**src/rtl/dm_lsu_if.sv**
```systemverilog
// ---------------------------------------------------------------------------
// dm_lsu_if
// CPU-side request/response bundle of the load/store unit.
//   req_valid/req_ready  request handshake (accept = valid & ready)
//   req_we               1 = store, 0 = load
//   req_size             00 byte, 01 half, 10 word, 11 illegal
//   req_sign             sign-extend (1) / zero-extend (0) loads
//   req_addr             byte address, ADDR_WIDTH+2 bits
//   req_wdata            store data, right-aligned in lane 0
//   resp_valid           one-cycle response pulse, no backpressure
//   resp_rdata           extended load data, 0 for stores and errors
//   resp_err             request was misaligned or illegal
// Modports: master = CPU (drives the request), slave = LSU (drives ready and
// the response).
// ---------------------------------------------------------------------------
interface dm_lsu_if #(
  parameter int ADDR_WIDTH = 5
);
  logic                  req_valid;
  logic                  req_ready;
  logic                  req_we;
  logic [1:0]            req_size;
  logic                  req_sign;
  logic [ADDR_WIDTH+1:0] req_addr;
  logic [31:0]           req_wdata;
  logic                  resp_valid;
  logic [31:0]           resp_rdata;
  logic                  resp_err;

  modport master (
    output req_valid, req_we, req_size, req_sign, req_addr, req_wdata,
    input  req_ready, resp_valid, resp_rdata, resp_err
  );

  modport slave (
    input  req_valid, req_we, req_size, req_sign, req_addr, req_wdata,
    output req_ready, resp_valid, resp_rdata, resp_err
  );
endinterface

```
**src/rtl/dm_lsu.sv**
```systemverilog
// ---------------------------------------------------------------------------
// dm_lsu
// Load/store unit on the requester side of a word-addressed data memory.
// Accepts one byte-addressed CPU request at a time, performs word loads with
// lane extraction and sign/zero extension, word stores directly, and byte /
// halfword stores as a read-modify-write of the containing word.
// Ports:
//   clk, rst     rising-edge clock shared with the DM; synchronous active-high
//                reset
//   cpu          dm_lsu_if.slave request/response bundle
//   dm_R, dm_W   DM read / write enables (forced low while rst is high)
//   dm_Addr      DM word address = latched byte address [ADDR_WIDTH+1:2]
//   dm_W_data    DM write data
//   dm_R_data    DM read data, valid the cycle after dm_R
// ---------------------------------------------------------------------------
module dm_lsu #(
  parameter int ADDR_WIDTH = 5,
  parameter int DATA_WIDTH = 32
) (
  input  logic                  clk,
  input  logic                  rst,
  dm_lsu_if.slave               cpu,
  output logic                  dm_R,
  output logic                  dm_W,
  output logic [ADDR_WIDTH-1:0] dm_Addr,
  output logic [DATA_WIDTH-1:0] dm_W_data,
  input  logic [DATA_WIDTH-1:0] dm_R_data
);

  typedef enum logic [2:0] {
    S_IDLE,
    S_RD,
    S_LDFMT,
    S_WRM,
    S_WR,
    S_ERR
  } state_e;

  localparam logic [1:0] SZ_BYTE = 2'b00;
  localparam logic [1:0] SZ_HALF = 2'b01;
  localparam logic [1:0] SZ_WORD = 2'b10;

  state_e                state_q, state_d;
  logic                  we_q, we_d;
  logic [1:0]            size_q, size_d;
  logic                  sign_q, sign_d;
  logic [ADDR_WIDTH+1:0] addr_q, addr_d;
  logic [31:0]           wdata_q, wdata_d;
  logic                  resp_valid_q, resp_valid_d;
  logic [31:0]           resp_rdata_q, resp_rdata_d;
  logic                  resp_err_q, resp_err_d;

  logic                  misaligned;
  logic [7:0]            ld_byte;
  logic [15:0]           ld_half;
  logic [31:0]           ld_ext;
  logic [31:0]           rmw_data;

  // Illegal size, or a half/word not on its natural boundary, never reaches
  // the DM.
  always_comb begin
    misaligned = 1'b0;
    case (cpu.req_size)
      SZ_BYTE: misaligned = 1'b0;
      SZ_HALF: misaligned = cpu.req_addr[0];
      SZ_WORD: misaligned = (cpu.req_addr[1:0] != 2'b00);
      default: misaligned = 1'b1;
    endcase
  end

  // Little-endian lane extraction from the word returned by the DM.
  always_comb begin
    ld_byte = dm_R_data[7:0];
    case (addr_q[1:0])
      2'd0:    ld_byte = dm_R_data[7:0];
      2'd1:    ld_byte = dm_R_data[15:8];
      2'd2:    ld_byte = dm_R_data[23:16];
      default: ld_byte = dm_R_data[31:24];
    endcase
    ld_half = addr_q[1] ? dm_R_data[31:16] : dm_R_data[15:0];
    ld_ext  = dm_R_data;
    case (size_q)
      SZ_BYTE: ld_ext = {{24{sign_q & ld_byte[7]}}, ld_byte};
      SZ_HALF: ld_ext = {{16{sign_q & ld_half[15]}}, ld_half};
      default: ld_ext = dm_R_data;
    endcase
  end

  // Merge the store lane(s) into the word just read; untouched lanes pass
  // through so the RMW leaves the rest of the word intact.
  always_comb begin
    rmw_data = dm_R_data;
    if (size_q == SZ_BYTE) begin
      case (addr_q[1:0])
        2'd0:    rmw_data[7:0]   = wdata_q[7:0];
        2'd1:    rmw_data[15:8]  = wdata_q[7:0];
        2'd2:    rmw_data[23:16] = wdata_q[7:0];
        default: rmw_data[31:24] = wdata_q[7:0];
      endcase
    end else if (addr_q[1]) begin
      rmw_data[31:16] = wdata_q[15:0];
    end else begin
      rmw_data[15:0]  = wdata_q[15:0];
    end
  end

  // Next-state and response computation. Request fields are latched only on
  // accept, so dm_Addr stays fixed across RD and WRM.
  always_comb begin
    state_d      = state_q;
    we_d         = we_q;
    size_d       = size_q;
    sign_d       = sign_q;
    addr_d       = addr_q;
    wdata_d      = wdata_q;
    resp_valid_d = 1'b0;
    resp_rdata_d = resp_rdata_q;
    resp_err_d   = resp_err_q;
    case (state_q)
      S_IDLE: begin
        if (cpu.req_valid) begin
          we_d    = cpu.req_we;
          size_d  = cpu.req_size;
          sign_d  = cpu.req_sign;
          addr_d  = cpu.req_addr;
          wdata_d = cpu.req_wdata;
          if (misaligned)
            state_d = S_ERR;
          else if (cpu.req_we && (cpu.req_size == SZ_WORD))
            state_d = S_WR;
          else
            state_d = S_RD;
        end
      end
      S_RD: begin
        state_d = we_q ? S_WRM : S_LDFMT;
      end
      S_LDFMT: begin
        resp_valid_d = 1'b1;
        resp_rdata_d = ld_ext;
        resp_err_d   = 1'b0;
        state_d      = S_IDLE;
      end
      S_WRM, S_WR: begin
        resp_valid_d = 1'b1;
        resp_rdata_d = 32'd0;
        resp_err_d   = 1'b0;
        state_d      = S_IDLE;
      end
      S_ERR: begin
        resp_valid_d = 1'b1;
        resp_rdata_d = 32'd0;
        resp_err_d   = 1'b1;
        state_d      = S_IDLE;
      end
      default: begin
        state_d = S_IDLE;
      end
    endcase
  end

  always_ff @(posedge clk) begin
    if (rst) begin
      state_q      <= S_IDLE;
      we_q         <= 1'b0;
      size_q       <= 2'b00;
      sign_q       <= 1'b0;
      addr_q       <= '0;
      wdata_q      <= 32'd0;
      resp_valid_q <= 1'b0;
      resp_rdata_q <= 32'd0;
      resp_err_q   <= 1'b0;
    end else begin
      state_q      <= state_d;
      we_q         <= we_d;
      size_q       <= size_d;
      sign_q       <= sign_d;
      addr_q       <= addr_d;
      wdata_q      <= wdata_d;
      resp_valid_q <= resp_valid_d;
      resp_rdata_q <= resp_rdata_d;
      resp_err_q   <= resp_err_d;
    end
  end

  // Enables are gated by rst so an aborted RMW cannot write in the reset cycle.
  assign dm_R      = (state_q == S_RD) && !rst;
  assign dm_W      = ((state_q == S_WRM) || (state_q == S_WR)) && !rst;
  assign dm_Addr   = addr_q[ADDR_WIDTH+1:2];
  assign dm_W_data = (state_q == S_WR) ? wdata_q : rmw_data;

  assign cpu.req_ready  = (state_q == S_IDLE);
  assign cpu.resp_valid = resp_valid_q;
  assign cpu.resp_rdata = resp_rdata_q;
  assign cpu.resp_err   = resp_err_q;

endmodule
```
**src/flat_wrapper.sv**
```systemverilog
// flat-port wrapper written by rule: the top's interface ports become plain ports
module dm_lsu_flat 
#(
  parameter int ADDR_WIDTH = 5,
  parameter int DATA_WIDTH = 32
)
  (clk, rst, dm_R, dm_W, dm_Addr, dm_W_data, dm_R_data, cpu_req_valid, cpu_req_we, cpu_req_size, cpu_req_sign, cpu_req_addr, cpu_req_wdata, cpu_req_ready, cpu_resp_valid, cpu_resp_rdata, cpu_resp_err);
  dm_lsu_if #(.ADDR_WIDTH(ADDR_WIDTH)) cpu_i ();
  input  logic clk;
  input  logic rst;
  output logic dm_R;
  output logic dm_W;
  output logic [ADDR_WIDTH-1:0] dm_Addr;
  output logic [DATA_WIDTH-1:0] dm_W_data;
  input  logic [DATA_WIDTH-1:0] dm_R_data;
  input wire logic [$bits(cpu_i.req_valid)-1:0] cpu_req_valid;
  input wire logic [$bits(cpu_i.req_we)-1:0] cpu_req_we;
  input wire logic [$bits(cpu_i.req_size)-1:0] cpu_req_size;
  input wire logic [$bits(cpu_i.req_sign)-1:0] cpu_req_sign;
  input wire logic [$bits(cpu_i.req_addr)-1:0] cpu_req_addr;
  input wire logic [$bits(cpu_i.req_wdata)-1:0] cpu_req_wdata;
  output wire logic [$bits(cpu_i.req_ready)-1:0] cpu_req_ready;
  output wire logic [$bits(cpu_i.resp_valid)-1:0] cpu_resp_valid;
  output wire logic [$bits(cpu_i.resp_rdata)-1:0] cpu_resp_rdata;
  output wire logic [$bits(cpu_i.resp_err)-1:0] cpu_resp_err;
  assign cpu_i.req_valid = cpu_req_valid;
  assign cpu_i.req_we = cpu_req_we;
  assign cpu_i.req_size = cpu_req_size;
  assign cpu_i.req_sign = cpu_req_sign;
  assign cpu_i.req_addr = cpu_req_addr;
  assign cpu_i.req_wdata = cpu_req_wdata;
  assign cpu_req_ready = cpu_i.req_ready;
  assign cpu_resp_valid = cpu_i.resp_valid;
  assign cpu_resp_rdata = cpu_i.resp_rdata;
  assign cpu_resp_err = cpu_i.resp_err;
  dm_lsu #(.ADDR_WIDTH(ADDR_WIDTH), .DATA_WIDTH(DATA_WIDTH)) u_core (.clk(clk), .rst(rst), .cpu(cpu_i), .dm_R(dm_R), .dm_W(dm_W), .dm_Addr(dm_Addr), .dm_W_data(dm_W_data), .dm_R_data(dm_R_data));
endmodule
```
**config.mk**
```make
export PLATFORM = sky130hd
export DESIGN_NAME = dm_lsu_flat
export DESIGN_NICKNAME = d
export VERILOG_FILES = /design/src/rtl/dm_lsu_if.sv /design/src/rtl/dm_lsu.sv /design/src/flat_wrapper.sv
export SDC_FILE = /design/constraint.sdc
export NUM_CORES = 1
export LEC_CHECK = 0
export ABC_CLOCK_PERIOD_IN_PS = 5400
export BUFFER_PORTS_ARGS = -buffer_cell sky130_fd_sc_hd__buf_4
export CAP_MARGIN = 10
export CORE_UTILIZATION = 54
export DETAILED_ROUTE_END_ITERATION = 7
export HOLD_SLACK_MARGIN = 0.03
export PLACE_DENSITY = 0.87
export SETUP_SLACK_MARGIN = 0.5
export SLEW_MARGIN = 20
export SYNTH_ARGS = -nofsm -noshare
export SYNTH_HDL_FRONTEND = slang
export SYNTH_SLANG_ARGS = --single-unit
```
**constraint.sdc**
```tcl
create_clock -name clk -period 5.4 [get_ports clk]
set_input_delay 1.08 -clock clk [delete_from_list [all_inputs] [get_ports clk]]
set_output_delay 1.08 -clock clk [all_outputs]
set_load 0.01 [all_outputs]
```
=== Yosys cells after proc, flatten, opt, wreduce, memory -nomap -nowiden ===
Index checks and enable logic that the tools add are counted.
Widths: inputs -> output; s select.

* Eq/ne operators: 11
* Multiplexer cells: 20
* Bitwise gates (word level): 2
* Reduce and logical (&&, ||, !) cells: 17

{| class="wikitable"
|+ Operator list
! kind !! count
|-
| $pmux 32 s2 || 2
|-
| $mux 32 || 2
|-
| $mux 16 || 3
|-
| $mux 8 || 4
|-
| $pmux 8 s3 || 1
|-
| $mux 3 || 3
|-
| $reduce_or 3->1 || 3
|-
| $eq 2x1->1 const B || 3
|-
| $eq 3x2->1 const B || 2
|-
| $eq 3x3->1 const B || 2
|-
| $logic_not 2->1 || 3
|-
| $pmux 3 s2 || 1
|-
| $reduce_bool 2->1 || 3
|-
| $eq 2x2->1 const B || 2
|-
| $reduce_or 4->1 || 1
|-
| $eq 3x1->1 const B || 1
|-
| $logic_and 1x1->1 || 3
|-
| $logic_not 3->1 || 1
|-
| $pmux 1 s3 || 1
|-
| $and 1x1->1 || 2
|-
| $mux 1 || 2
|-
| $ne 2x2->1 const B || 1
|-
| $pmux 1 s2 || 1
|-
| $reduce_and 2->1 || 1
|-
| other kinds (2) || 2
|}

* Register bits: 80
* Bits of input ports: 78
* Output and inout bits: 74
* Word-level logic and storage cells: 59

=== Depth between registers and ports, before layout ===
Gate-level depths: netlist of the first run.

* Word-level depth: 6
* Depth in mapped cells: 10
* Mapped depth without buffers: 6

=== Worst setup path after synthesis of the first run ===
No wires, ideal clock.

* Kind: input to output
* Start: input rst
* End: output dm_W
* Arrival: 1882 ps
* Required time: 4320 ps
* Setup slack: 2438 ps
* Stages: 4
* Path buffers: 3
* Cells stage by stage: buf_2 > clkbuf_1 > clkbuf_1 > a21oi_1

* Cells in the longest elaborated chain, start to end: 2

{| class="wikitable"
|+ RTL lines
! element !! line !! source
|-
| start: declaration || flat_wrapper.sv:10 || <nowiki>input logic rst;</nowiki>
|-
| $logic_not 1->1 || dm_lsu.sv:188 || <nowiki>assign dm_W = ((state_q == S_WRM) || (state_q == S_WR)) && !rst;</nowiki>
|-
| $logic_and 1x1->1 || dm_lsu.sv:188 ||
|-
| end: declaration || flat_wrapper.sv:12 || <nowiki>output logic dm_W;</nowiki>
|}

Every way passes these cells.

=== Worst setup path in the final report of the first run ===
* Start: register u_core.size_q[1]
* End: output dm_W_data[30]

* Cells in the longest elaborated chain, start to end: 3

{| class="wikitable"
|+ RTL lines
! element !! line !! source
|-
| start: declaration || dm_lsu.sv:45 || <nowiki>logic [1:0] size_q, size_d;</nowiki>
|-
| start signal: assignment || dm_lsu.sv:176 || <nowiki>size_q <= size_d;</nowiki>
|-
| $logic_not 2->1 || dm_lsu.sv:93 || <nowiki>if (size_q == SZ_BYTE) begin</nowiki>
|-
| $mux 32 || dm_lsu.sv:93 ||
|-
| $mux 32 || dm_lsu.sv:190 || <nowiki>assign dm_W_data = (state_q == S_WR) ? wdata_q : rmw_data;</nowiki>
|-
| end: declaration || flat_wrapper.sv:14 || <nowiki>output logic [DATA_WIDTH-1:0] dm_W_data;</nowiki>
|}

Every way passes these cells.

==> results by stage, run 1 <==
Timing:
- The pin slew with the least headroom to its limit is 1.05 ns.
- The routed design could run at a clock period as short as ~3.8 ns.
- Summed over all failing endpoints, the final setup total negative slack is 0 ns.
- Static timing analysis puts the maximum clock frequency at 0.263 GHz.
- The worst path uses between 70% and 80% of the clock period.
- The count of pins over their slew limit is 0.
- Setup repair after global routing left no endpoint under its margin.
- Between clock sinks in the finished design, the worst skew comes to 0.0104 ns.
- The number of hold violations in the final report came to 0.
- The worst-case setup margin in the final layout is 1.59 ns.
- In this run the tightest slew margin relative to its limit is a little under a third.
- The final count of negative-setup-slack endpoints is 0.

Clocking:
- The clock sink count is 80.
- TritonCTS built the clock tree.
- The cell sitting at the root of the clock tree is a sky130_fd_sc_hd__clkbuf_8.
- The clock latency of the later-clocked register in the worst-skew pair is 0.35 ns.
- The H-tree was split into 3 levels.
- The longest clock path from root to sink contains 2 buffers.
- The number of gates given a new drive strength after cts is 0.
- Once the clock tree was built, the setup fixing pass inserted 0 buffers.
- The clock-pin transition on the worst setup and hold timing paths is approximately 0.08 ns.
- Hold repair after CTS inserted 0 buffers.
- The number of clock buffers added by TritonCTS is 9.

Setup path:
- The endpoint type of the worst setup path is a primary output.
- The required time of the critical path is about 4.3 ns.
- The critical path in this run is classified as flip-flop to primary output.
- The peak fanout along the critical path is 29.
- For the worst flop-to-flop path, the logic depth is 6.
- The critical path launch point type is a flip-flop.
- The signal arrival time at the worst endpoint is 2.73 ns.

Synth:
- The register area share after synthesis is 38.9%.
- The total of flip-flops plus latches after synthesis is 80.
- After Yosys synthesis, full adders, half adders and majority gates account for 0.304% of the synthesized area.
- After synthesis, the mean cell area works out to 8.21 µm².
- The netlist area before placement is 4120 µm².
- The async set or reset register ratio after synthesis is 0%.
- The synthesized netlist contains 50 unique library cells.
- Of the total synthesized cell area, the portion taken by XOR and XNOR cells is 0%.
- Summing the areas of all compound-gate instances in the mapped netlist gives between 20 and 30% of the synthesized area.
- Yosys printed 0 warnings.
- The multiplexer area fraction after synthesis is approximately 7.5%.
- After Yosys synthesis, and, or, nand and nor cells account for between 20% and 30% of the synthesized area.
- In the synthesized netlist the dominant register cell turns out to be sky130_fd_sc_hd__dfxtp_1.
- The dominant combinational cell family by area after synthesis is compound AO/OA/AOI/OAI gates.
- The synthesized design contains 0 enable-type register cells.
- The total nets after synthesis is 580.
- Counting every instance in the synthesized netlist gives ~500.

Detailed routing:
- Wire segments on met3 add up to between 1000 and 1500 µm in the final route.
- The violation count after the first detailed-routing iteration is approximately 530.
- The detailed router put a total of 5050 µm of wire on met1.
- The first TritonRoute pass finished after 6 iterations.
- Routed signal wires occupy layers up through met4.
- The final route contains 4355 vias.
- In the routed design, unresolved DRC markers number 0.
- The met2 wirelength from detailed routing is 5910 µm.
- The wire length reported by the detailed router is 12800 µm.
- The via count normalized by instance count is 6.02.
- The wire length per cell after detailed routing is 17.7 µm.
- In this run the remaining antenna-violating nets after routing total 0.

Finish:
- The net count of the finished layout is 698.
- Compared with the post-synthesis result, the final layout area differs by 30.9%.
- The number of filler instances in the final layout is 576.
- The total area of sequential cells is 1600 µm².
- Summing all multi-input logic gate instances after layout gives 2260 µm².
- The post-route netlist has 29.8% of its cells at a drive strength greater than 1.
- The antenna cell count is 0.

Floorplanning:
- The number of cell rows is 31.
- The boundary pin count is 152.
- The core area is 7290 µm².
- The floorplan die width is 89.3 µm.
- The y dimension of the die is around 89 µm.
- The starting density of the core is 56.4%.
- The floorplan step defined a die boundary enclosing 7970 µm².

Global routing:
- The total grt overflow is 0.
- The maximum number of pins on one net before global-route repair is 52.
- The first-pass GRT wire length is 19200 µm.
- The number of global-route vias before repair was 3951.
- The overall fraction of global-route tracks in use is between 30% and 40%.
- The initial antenna violation count is 0.

Power:
- The worst-case vdd ir drop is 204 µV.
- The static power due to leakage is 2.35 nW.
- In this run the power density over the cells is 318 nW/µm².

Run:
- The number of max-capacitance violations reported is 0.

Placement:
- The number of port buffers is 151.
- The worst slack after detailed placement is 2.05 ns.
- The final weighted congestion of routability-driven global placement is 0.948.
- Detailed placement finished with a half-perimeter wire length of between 9000 and 10000 µm.

Status:
- The flow ran to the end, and the final reports show no timing, DRC or antenna violations.

Worst hold path:
- Along the worst hold path, the cell count comes to 2.
- The tightest min-delay check is of the flip-flop to flip-flop type.
==> placed cells by master (no fill, tap or decap), types with 2 or more instances in the layout <==
cell,instances
sky130_fd_sc_hd__mux2_1,15
sky130_fd_sc_hd__a22o_1,8
sky130_fd_sc_hd__mux2_4,2
sky130_fd_sc_hd__o21bai_1,4
sky130_fd_sc_hd__o21ai_0,7
sky130_fd_sc_hd__o22ai_1,4
sky130_fd_sc_hd__and2_1,4
sky130_fd_sc_hd__buf_4,155
sky130_fd_sc_hd__mux2i_1,11
sky130_fd_sc_hd__nand3_1,5
sky130_fd_sc_hd__a32o_1,8
sky130_fd_sc_hd__a221o_1,19
sky130_fd_sc_hd__dfxtp_1,80
sky130_fd_sc_hd__a221oi_1,12
sky130_fd_sc_hd__o21ai_1,32
sky130_fd_sc_hd__nand2_1,109
sky130_fd_sc_hd__inv_2,3
sky130_fd_sc_hd__bufinv_16,2
sky130_fd_sc_hd__nor4b_1,4
sky130_fd_sc_hd__clkinvlp_4,2
sky130_fd_sc_hd__o21ai_2,2
sky130_fd_sc_hd__nand2b_1,16
sky130_fd_sc_hd__nor2_1,23
sky130_fd_sc_hd__a21oi_1,56
sky130_fd_sc_hd__a22oi_1,5
sky130_fd_sc_hd__clkbuf_8,10
==> cell type report <==
class | count | area share, %
clock buffer | 11 | 2.62
clock inverter | 5 | 1.49
inverter | 4 | 0.279
multi-input combinational | 369 | 42.0
sequential | 80 | 29.7
tap | 99 | 2.30
timing repair buffer | 155 | 21.6
==> report_power, final <==
group | internal [W] | total [W] | switching (W)
Sequential | 0.000643 | 0.000707 | 0.0000642
Clock | 0.000272 | 0.000494 | 0.000222
Combinational | 0.000234 | 0.000511 | 0.000278
==> registers in the layout (all words and copies together), names as in the netlist <==
| register | count |
|---|---|
| u_core.addr_q | 7 |
| u_core.cpu.resp_err | 1 |
| u_core.cpu.resp_rdata | 32 |
| u_core.cpu.resp_valid | 1 |
| u_core.sign_q | 1 |
| u_core.size_q | 2 |
| u_core.state_q | 3 |
| u_core.wdata_q | 32 |
| u_core.we_q | 1 |
==> cells by family (layout without fill, tap and decap cells) <==
group           after synthesis  in the layout
fa+ha+maj                     1              1
buf+inv                      52            175
simple gates                178            178
mux                          28             28
compound gates              162            162
flops                        80             80
==> worst paths after layout <==
check                                      endpoint                                  start  slack (ns)
min reg2reg   u_core.cpu.resp_rdata[6]$_SDFFE_PP0P_  u_core.cpu.resp_rdata[6]$_SDFFE_PP0P_        0.46
max                                   dm_W_data[30]          u_core.size_q[1]$_SDFFE_PP0P_        1.59
max reg2reg  u_core.cpu.resp_rdata[31]$_SDFFE_PP0P_         u_core.state_q[1]$_SDFFE_PP0P_        2.65
min           u_core.cpu.resp_rdata[6]$_SDFFE_PP0P_  u_core.cpu.resp_rdata[6]$_SDFFE_PP0P_        0.46
==> metrics by stage <==
step           total power, W  std cells  hold WS (ns)  instance area, µm²  utilization (%)
4_1_cts               0.00171        723         0.460                5390             73.9
3_5_place_dp          0.00122        707         0.448                5160             70.8
6_report              0.00171        723         0.456                5390             73.9
5_1_grt               0.00179        723         0.472                5390             73.9
3_3_place_gp          0.00121        707         0.439                5160             70.8
2_1_floorplan         0.00101        501         0.432                4120                -
==> critical path, cell delays in order (launching register included) <==
cell and delay [ns]:
sky130_fd_sc_hd__dfxtp_1 1.02, sky130_fd_sc_hd__or2_1 0.47, sky130_fd_sc_hd__o21ai_2 0.18, sky130_fd_sc_hd__a221oi_1 0.46, sky130_fd_sc_hd__nor2_1 0.08, sky130_fd_sc_hd__buf_4 0.16
==> metal layers <==
metal	GRT usage, %	vias up
met5	0	-
met4	16.6	0
li1	-	2030
met3	6.83	62
met1	40.9	1992
met2	51.7	271
==> cells in the mapped netlist, drive strengths merged (5+ instances only) <==
| cell | number | share of area [%] |
|---|---|---|
| nand2 | 109 | 9.9 |
| dfxtp | 80 | 39 |
| a21oi | 56 | 6.8 |
| o21ai | 41 | 5.2 |
| buf | 28 | 4.3 |
| nor2 | 25 | 2.3 |
| clkbuf | 20 | 1.8 |
| a221o | 19 | 4.6 |
| mux2 | 17 | 4.8 |
| nand2b | 16 | 2.4 |
| a221oi | 12 | 2.6 |
| mux2i | 11 | 2.7 |
| a22o | 8 | 1.7 |
| a32o | 8 | 1.9 |
| a22oi | 6 | 1.4 |
| and2 | 5 | 0.82 |
| nand3 | 5 | 0.61 |
No activity file was read; power rests on OpenSTA's default activity.
==> run 2: changes to the inputs <==
- ABC_CLOCK_PERIOD_IN_PS: 5400 -> 3400
- CORE_UTILIZATION: 54 -> 45
- PLACE_DENSITY: 0.87 -> 0.78
- clock period: 5.4 -> 3.4 ns (I/O delays scaled with it)
==> run 2 against run 1 <==
The run now ends with DRC left. Setup slack got worse by 0.97 ns. Clock power increased by 68%. Sequential power increased by 58%. Critical path type unchanged. Largest cell class unchanged.
==> results by stage, run 2 (synthesis results as in run 1) <==
Status:
- The flow ran to the end, but the final reports show violations.
- The final reports fail on DRC.

Setup path:
- The startpoint of the worst register-to-register path is u_core.state_q[1]$_SDFFE_PP0P_.
- The signal on the critical path passes through inv_2 > or3_4 > o21ai_4 > mux2_1 > buf_4.
- In this run the worst path has a maximum fanout of 10.
- For this run, the slowest stage of the critical path takes 0.50 ns.
- Setup slack on the worst reg-to-reg path comes out at 0.92 ns.
- Measured in cells, the most critical reg-to-reg path has a length of 6.
- The start-to-end type of the worst setup path is flip-flop to primary output.
- STA classifies the critical path endpoint as a primary output.
- STA classifies the critical path startpoint as a flip-flop.
- The critical path startpoint is u_core.state_q[2]$_SDFFE_PP0P_.
- The capture point of the worst path is dm_W_data[4].
- The signal arrival time at the worst endpoint is 2.10 ns.
- Among all stages on the critical path, the largest delay is contributed by sky130_fd_sc_hd__dfxtp_1.
- The end of the worst register-to-register path is u_core.cpu.resp_rdata[23]$_SDFFE_PP0P_.
- The required time of the critical path is about 2.7 ns.

Detailed routing:
- The final layout contains routed wiring with a total length of 13100 µm.
- The antenna violation net count after detailed routing is 0.
- Across all layers, the routed design uses 4244 vias.
- The violation count after the first detailed-routing iteration is 288.
- The wire length per cell after detailed routing is 17.9 µm.
- The iteration count of the initial detailed-routing pass is 8.
- The via count normalized by instance count is 5.77.
- After detailed routing, the number of remaining DRC violations is 21.

Clocking:
- Clock tree synthesis found a total of 80 sinks.
- CTS placed an instance of sky130_fd_sc_hd__clkbuf_8 at the clock tree root.
- The count of H-tree levels built during CTS is 3.
- Counting the buffers created by CTS gives 9.
- The clock latency of the later-clocked register in the worst-skew pair is 0.34 ns.
- The clock tree from TritonCTS is built.
- In this run the deepest clock path goes through 2 buffers.
- The clock-pin transition on the worst setup and hold timing paths is approximately 0.080 ns.

Floorplanning:
- The boundary pin count is roughly 150.
- The total die area is approximately 9500 µm².
- The y dimension of the die is 97.6 µm.
- The number of cell rows is 34.
- In this run the horizontal extent of the chip is 97.6 µm.
- The core area is approximately 9000 µm².
- The starting density of the core is 46.7%.

Timing:
- At the pin with the least slew margin, the transition time is 0.841 ns.
- The achievable frequency is 0.359 GHz.
- Setup repair after global routing left no endpoint under its margin.
- The number of hold violations in the final report is 0.
- The tightest hold margin is between 0.4 and 0.5 ns.
- Of the available clock period, the critical path in the final layout requires 81.8%.
- Setup total negative slack on the finished layout was measured at 0 ns.
- Headroom to the max-slew limit came out at between 40% and 50%.
- The final count of negative-setup-slack endpoints is 0.
- The final clock skew is 0.00806 ns.
- After layout, the minimum clock period comes to 2.78 ns.
- The worst-case setup margin in the final layout is between 0.6 and 0.7 ns.
- The count of pins over their slew limit is 0.

Finish:
- Cells with a size suffix above 1 make up a little under a third of the layout.
- The sequential cells in the finished layout cover a total of 1610 µm².
- Relative to the synthesized area, the layout overhead comes to 33.0%.
- The antenna cell count is 0.
- In the layout the commonest cells are sky130_fd_sc_hd__buf_4, sky130_fd_sc_hd__nand2_1, sky130_fd_sc_hd__dfxtp_1.
- The most common library cell in the layout ignoring fill and taps is sky130_fd_sc_hd__buf_4.
- In the final layout, the multi-input gates occupy approximately 2300 µm².
- Fill cells in the final layout number around 770.
- Summing all non-filler instances in the final layout gives an area of 5470 µm².
- The total number of nets in the final design is 702.

Power:
- The portion of total power attributed to sequential cells is 40.4%.
- Net switching is 31.3% of the power.
- In this run the static leakage power is 2.39 nW.
- The clock network accounts for 29.8% of the total power.
- The total power is ~0.0028 W.
- The internal power of the cells totals 0.00191 W.
- Per report_power, the combinational group accounts for 29.8% of the total.
- The total power divided by cell area is 508 nW/µm².
- For this design the total switching power over the nets is 0.000871 W.
- Across the VDD grid, the largest voltage drop is about 330 µV.

Placement:
- The number of port buffers is around 150.
- Once detailed placement completed, the half-perimeter wirelength came to 9860 µm.
- Before CTS, the worst setup slack after placement is 0.656 ns.
- The final weighted congestion of routability-driven global placement is 0.951.
- The post-place instance area is 5190 µm².

Run:
- Max-cap violations in this run came to 0.

Global routing:
- The initial antenna violation count is 0.
- Global routing finished with a remaining overflow of 0.
- In the global route stage, overall resource usage came out at roughly 28%.
- Entering global routing, the biggest net connects 52 pins.
- The number of global-route vias before repair was about 4000.
- The first-pass GRT wire length is ~21000 µm.

Worst hold path:
- The tightest min-delay check is of the flip-flop to flip-flop type.
-- run 2: layout make-up --
type                    count  area share (%)
clock buffers              12            2.65
clock inverters             3            1.65
inverters                   4           0.274
multi-input cells         369            41.6
flip-flops and latches     80            29.3
well taps                 108            2.47
repair buffers            159            22.0
-- run 2: per-layer routing --
metal,vias up,wire length [µm],track usage (%)
met5,-,0,0
met3,35,1200,5.68
met1,1953,5700,38.1
met4,0,400,12.6
met2,222,5840,42.9
li1,2034,-,-
-- run 2: per-stage QoR --
| step | utilization, % | instances |
|---|---|---|
| floorplan | - | 501 |
| global placement | 58.9 | 718 |
| detailed placement | 58.9 | 718 |
| CTS | 61.9 | 734 |
| global route | 62.1 | 735 |
| finish | 62.1 | 735 |
-- run 2: power groups by stage --
| stage | Sequential (W) | Combinational (W) | Clock, W |
|---|---|---|---|
| floorplan | 0.00109 | 0.000507 | 0 |
| global placement | 0.00113 | 0.000805 | 0 |
| detailed placement | 0.00114 | 0.000815 | 0 |
| CTS | 0.00112 | 0.000824 | 0.000842 |
| global route | 0.00113 | 0.000902 | 0.000886 |
| finish | 0.00112 | 0.000828 | 0.000828 |
-- run 2: worst min path at each step --
stage                                             to  cells past startpoint                                   from
6_report       u_core.cpu.resp_rdata[6]$_SDFFE_PP0P_                      2  u_core.cpu.resp_rdata[6]$_SDFFE_PP0P_
5_1_grt              u_core.wdata_q[21]$_SDFFE_PP0P_                      2        u_core.wdata_q[21]$_SDFFE_PP0P_
4_1_cts              u_core.wdata_q[27]$_SDFFE_PP0P_                      2        u_core.wdata_q[27]$_SDFFE_PP0P_
3_5_place_dp         u_core.wdata_q[27]$_SDFFE_PP0P_                      2        u_core.wdata_q[27]$_SDFFE_PP0P_
3_3_place_gp   u_core.cpu.resp_rdata[7]$_SDFFE_PP0P_                      2  u_core.cpu.resp_rdata[7]$_SDFFE_PP0P_
2_1_floorplan               u_core.we_q$_SDFFE_PP0P_                      2               u_core.we_q$_SDFFE_PP0P_
-- run 2: critical path, delay by kind of cell (launching register included) --
family	cells	cell delay, ns
multiplexers	1	0.38
buffers and inverters	2	0.23
AND/OR/NAND/NOR	1	0.47
flip-flops	1	0.50
AO/OA/AOI/OAI	1	0.18
-- run 2: repair_timing --
action / CTS / global route
hold buffers: 0 / 0
resized for setup: 5 / 3
pin swaps: 0 / 1
endpoints found under the setup margin: 32 / 26
cloned: 0 / 0
buffers inserted: 1 / 1
==> run 3: changes to the inputs <==
- ABC_CLOCK_PERIOD_IN_PS: 3400 -> 2700
- CORE_UTILIZATION: 45 -> 50
- PLACE_DENSITY: 0.78 -> 0.82
- clock period: 3.4 -> 2.7 ns (I/O delays scaled with it)
==> run 3 against run 2 <==
The run now ends clean. Non-clock buffer count increased by 18. Register-to-register slack got worse by 0.34 ns. Wire length increased by 8.6%. Final area increased by 8.0%. Global-route usage increased by 5.2 points. Sequential share of layout area decreased by 1.8 points. Setup slack got worse by 0.37 ns. Critical path depth increased by 1. Combinational power increased by 51%. Highest routed layer unchanged.
==> results by stage, run 3 (synthesis results as in run 1) <==
Clocking:
- The clock net in this run drives a total of 80 sinks.
- The later pin in the worst-skew pair is clocked with a latency of 0.36 ns.
- The clock-pin transition on the worst setup and hold timing paths is ~0.08 ns.
- The root buffer cell chosen for the clock tree is sky130_fd_sc_hd__clkbuf_8.
- CTS built an H-tree with a depth of 3.
- The buffer levels on the longest clock path is 2.
- Clock tree synthesis inserted a total of 9 buffers.
- The clock tree from TritonCTS is built.

Worst hold path:
- The path class of the lowest-slack min-delay path is primary input to flip-flop.
- In this run the most critical hold path is launched from dm_R_data[1].

Detailed routing:
- The wire length per cell after detailed routing is 19.1 µm.
- The antenna violation net count after detailed routing is 0.
- In the routed design, unresolved DRC markers number 0.
- The wire length reported by the detailed router is 14300 µm.
- The number of vias in the routed layout is about 4400.
- The violation count after the first detailed-routing iteration is 412.
- After detailed routing, the number of vias per cell comes to 5.93.
- The pre-antenna-repair detailed-routing pass consisted of 5 iterations.

Placement:
- After detailed placement, the design holds a cell count of 718.
- The worst slack after detailed placement is 0.240 ns.
- The detailed-placement wirelength estimate is ~10000 µm.
- The final weighted congestion of routability-driven global placement is around 0.9.
- The number of port buffers is 151.

Global routing:
- The first-pass GRT wire length is 22000 µm.
- Global routing used between 40% and 50% of the available met1 tracks.
- The overall fraction of global-route tracks in use is 33.3%.
- The number of global-route vias before repair came to 4266.
- In the global route stage, met2 resource usage came out at 56.2%.
- The maximum number of pins on one net before global-route repair is 45.
- The met3 demand-to-capacity share in global routing is 4.84%.
- The most used routing layer is met2.
- The total overflow left after global routing is 0.
- The initial antenna violation count is 0.

Setup path:
- The peak fanout along the critical path is 8.
- The worst register-to-register path begins at u_core.size_q[0]$_SDFFE_PP0P_.
- The worst setup path is launched from a flip-flop.
- STA classifies the critical path endpoint as a primary output.
- The start-to-end type of the worst setup path is flip-flop to primary output.
- For the worst setup path, the data required time is ~2.2 ns.
- The signal arrival time at the worst endpoint is ~1.9 ns.
- In this run the worst setup path begins at u_core.size_q[0]$_SDFFE_PP0P_.

Timing:
- Based on the critical path, the design can be clocked at up to 0.407 GHz.
- The time the final worst path needs with I/O delays and setup is 2.46 ns.
- Across all setup checks in the final design, the least slack found is 0.244 ns.
- In the finished design, the share of the clock period the worst path needs comes to just over 90%.
- Setup repair after global routing could not meet its margin everywhere.
- The normalized max-slew margin is 70.9%.
- The setup TNS is 0 ns.
- The number of hold violations in the final report was 0.
- Setup violations remaining at the end of the flow were counted as 0.
- The pin slew with the least headroom to its limit is approximately 0.44 ns.
- Across the routed clock network, the largest skew measured is 0.00820 ns.
- The count of pins over their slew limit came to 0.

Floorplanning:
- In this run the vertical extent of the chip is 92.7 µm.
- The number of cell rows is 32.
- The initial utilization of the core area, before any placement, comes to between 50% and 60%.
- Pin placement for this block handled 152 I/O pins.
- The total die area is 8600 µm².
- The core area is 7850 µm².
- The floorplan die width is 92.7 µm.

Power:
- The total power divided by cell area is between 600 and 700 nW/µm².
- The total power is 0.00362 W.
- The static power due to leakage is 2.53 nW.
- The worst-case vdd ir drop is 536 µV.

Finish:
- The area growth from synthesis to layout is 43.5%.
- The finished layout holds 749 standard cells, fillers aside.
- The top cell types in the final layout, fill and taps aside, are sky130_fd_sc_hd__buf_4, sky130_fd_sc_hd__nand2_1, sky130_fd_sc_hd__dfxtp_1.
- The total number of nets in the final design is ~720.
- The antenna cell count is 0.
- The fraction of layout instances using a drive strength above 1 is between 30% and 40%.
- The most common library cell in the layout ignoring fill and taps is sky130_fd_sc_hd__buf_4.

Status:
- The flow ran to the end, and the final reports show no timing, DRC or antenna violations.

Run:
- The tool flagged a number of max-cap violations equal to 0.
## run 3: layout make-up
class / count / area, µm²
Clock buffer: 11 / 131
Clock inverter: 5 / 81.3
Fill cell: 617 / 1940
Inverter: 4 / 15.0
Multi-Input combinational cell: 370 / 2480
Sequential cell: 80 / 1630
Tap cell: 102 / 128
Timing Repair Buffer: 177 / 1450
## run 3: repair_timing
action | in CTS | in global routing
pin swaps | 16 | 15
resized for setup | 59 | 17
setup buffers | 11 | 2
gates cloned | 2 | 0
endpoints found under the setup margin | 57 | 51
hold buffers | 0 | 0
## run 3: metal layers
| layer | wire length, µm | up-vias |
|---|---|---|
| li1 | - | 2078 |
| met1 | 5770 | 2091 |
| met2 | 6900 | 234 |
| met3 | 1120 | 36 |
| met4 | 493 | 0 |
| met5 | 0 | - |
## run 3: metrics by stage
step                      util (%)  hold slack (ns)  area (µm²)
after floorplan                  -            0.432        4120
after global placement        66.7            0.443        5240
after detailed placement      66.7            0.447        5240
after CTS                     74.0            0.416        5810
after global routing          75.3            0.420        5910
final                         75.3            0.422        5910
## run 3: worst paths after layout
path                            slack (ns)                                endpoint  cells past startpoint
worst min register to register        0.45   u_core.cpu.resp_rdata[0]$_SDFFE_PP0P_                      2
worst max register to register        0.58  u_core.cpu.resp_rdata[26]$_SDFFE_PP0P_                      7
worst max-delay path                  0.24                           dm_W_data[15]                      6
worst min-delay path                  0.42   u_core.cpu.resp_rdata[1]$_SDFFE_PP0P_                      2
## run 3: report_power, final
| part | switching [W] | total, W | internal, W | leakage (nW) |
|---|---|---|---|---|
| clock | 0.000454 | 0.000976 | 0.000522 | 0.104 |
| sequential | 0.000108 | 0.00140 | 0.00129 | 0.657 |
| combinational | 0.000647 | 0.00125 | 0.000604 | 1.77 |
## run 3: critical path: stages, from the launching register on
cell and delay, ns:
sky130_fd_sc_hd__dfxtp_4 0.37, sky130_fd_sc_hd__buf_6 0.11, sky130_fd_sc_hd__or2_4 0.28, sky130_fd_sc_hd__nor2_4 0.25, sky130_fd_sc_hd__o22ai_1 0.15, sky130_fd_sc_hd__o21ai_1 0.24, sky130_fd_sc_hd__buf_4 0.17
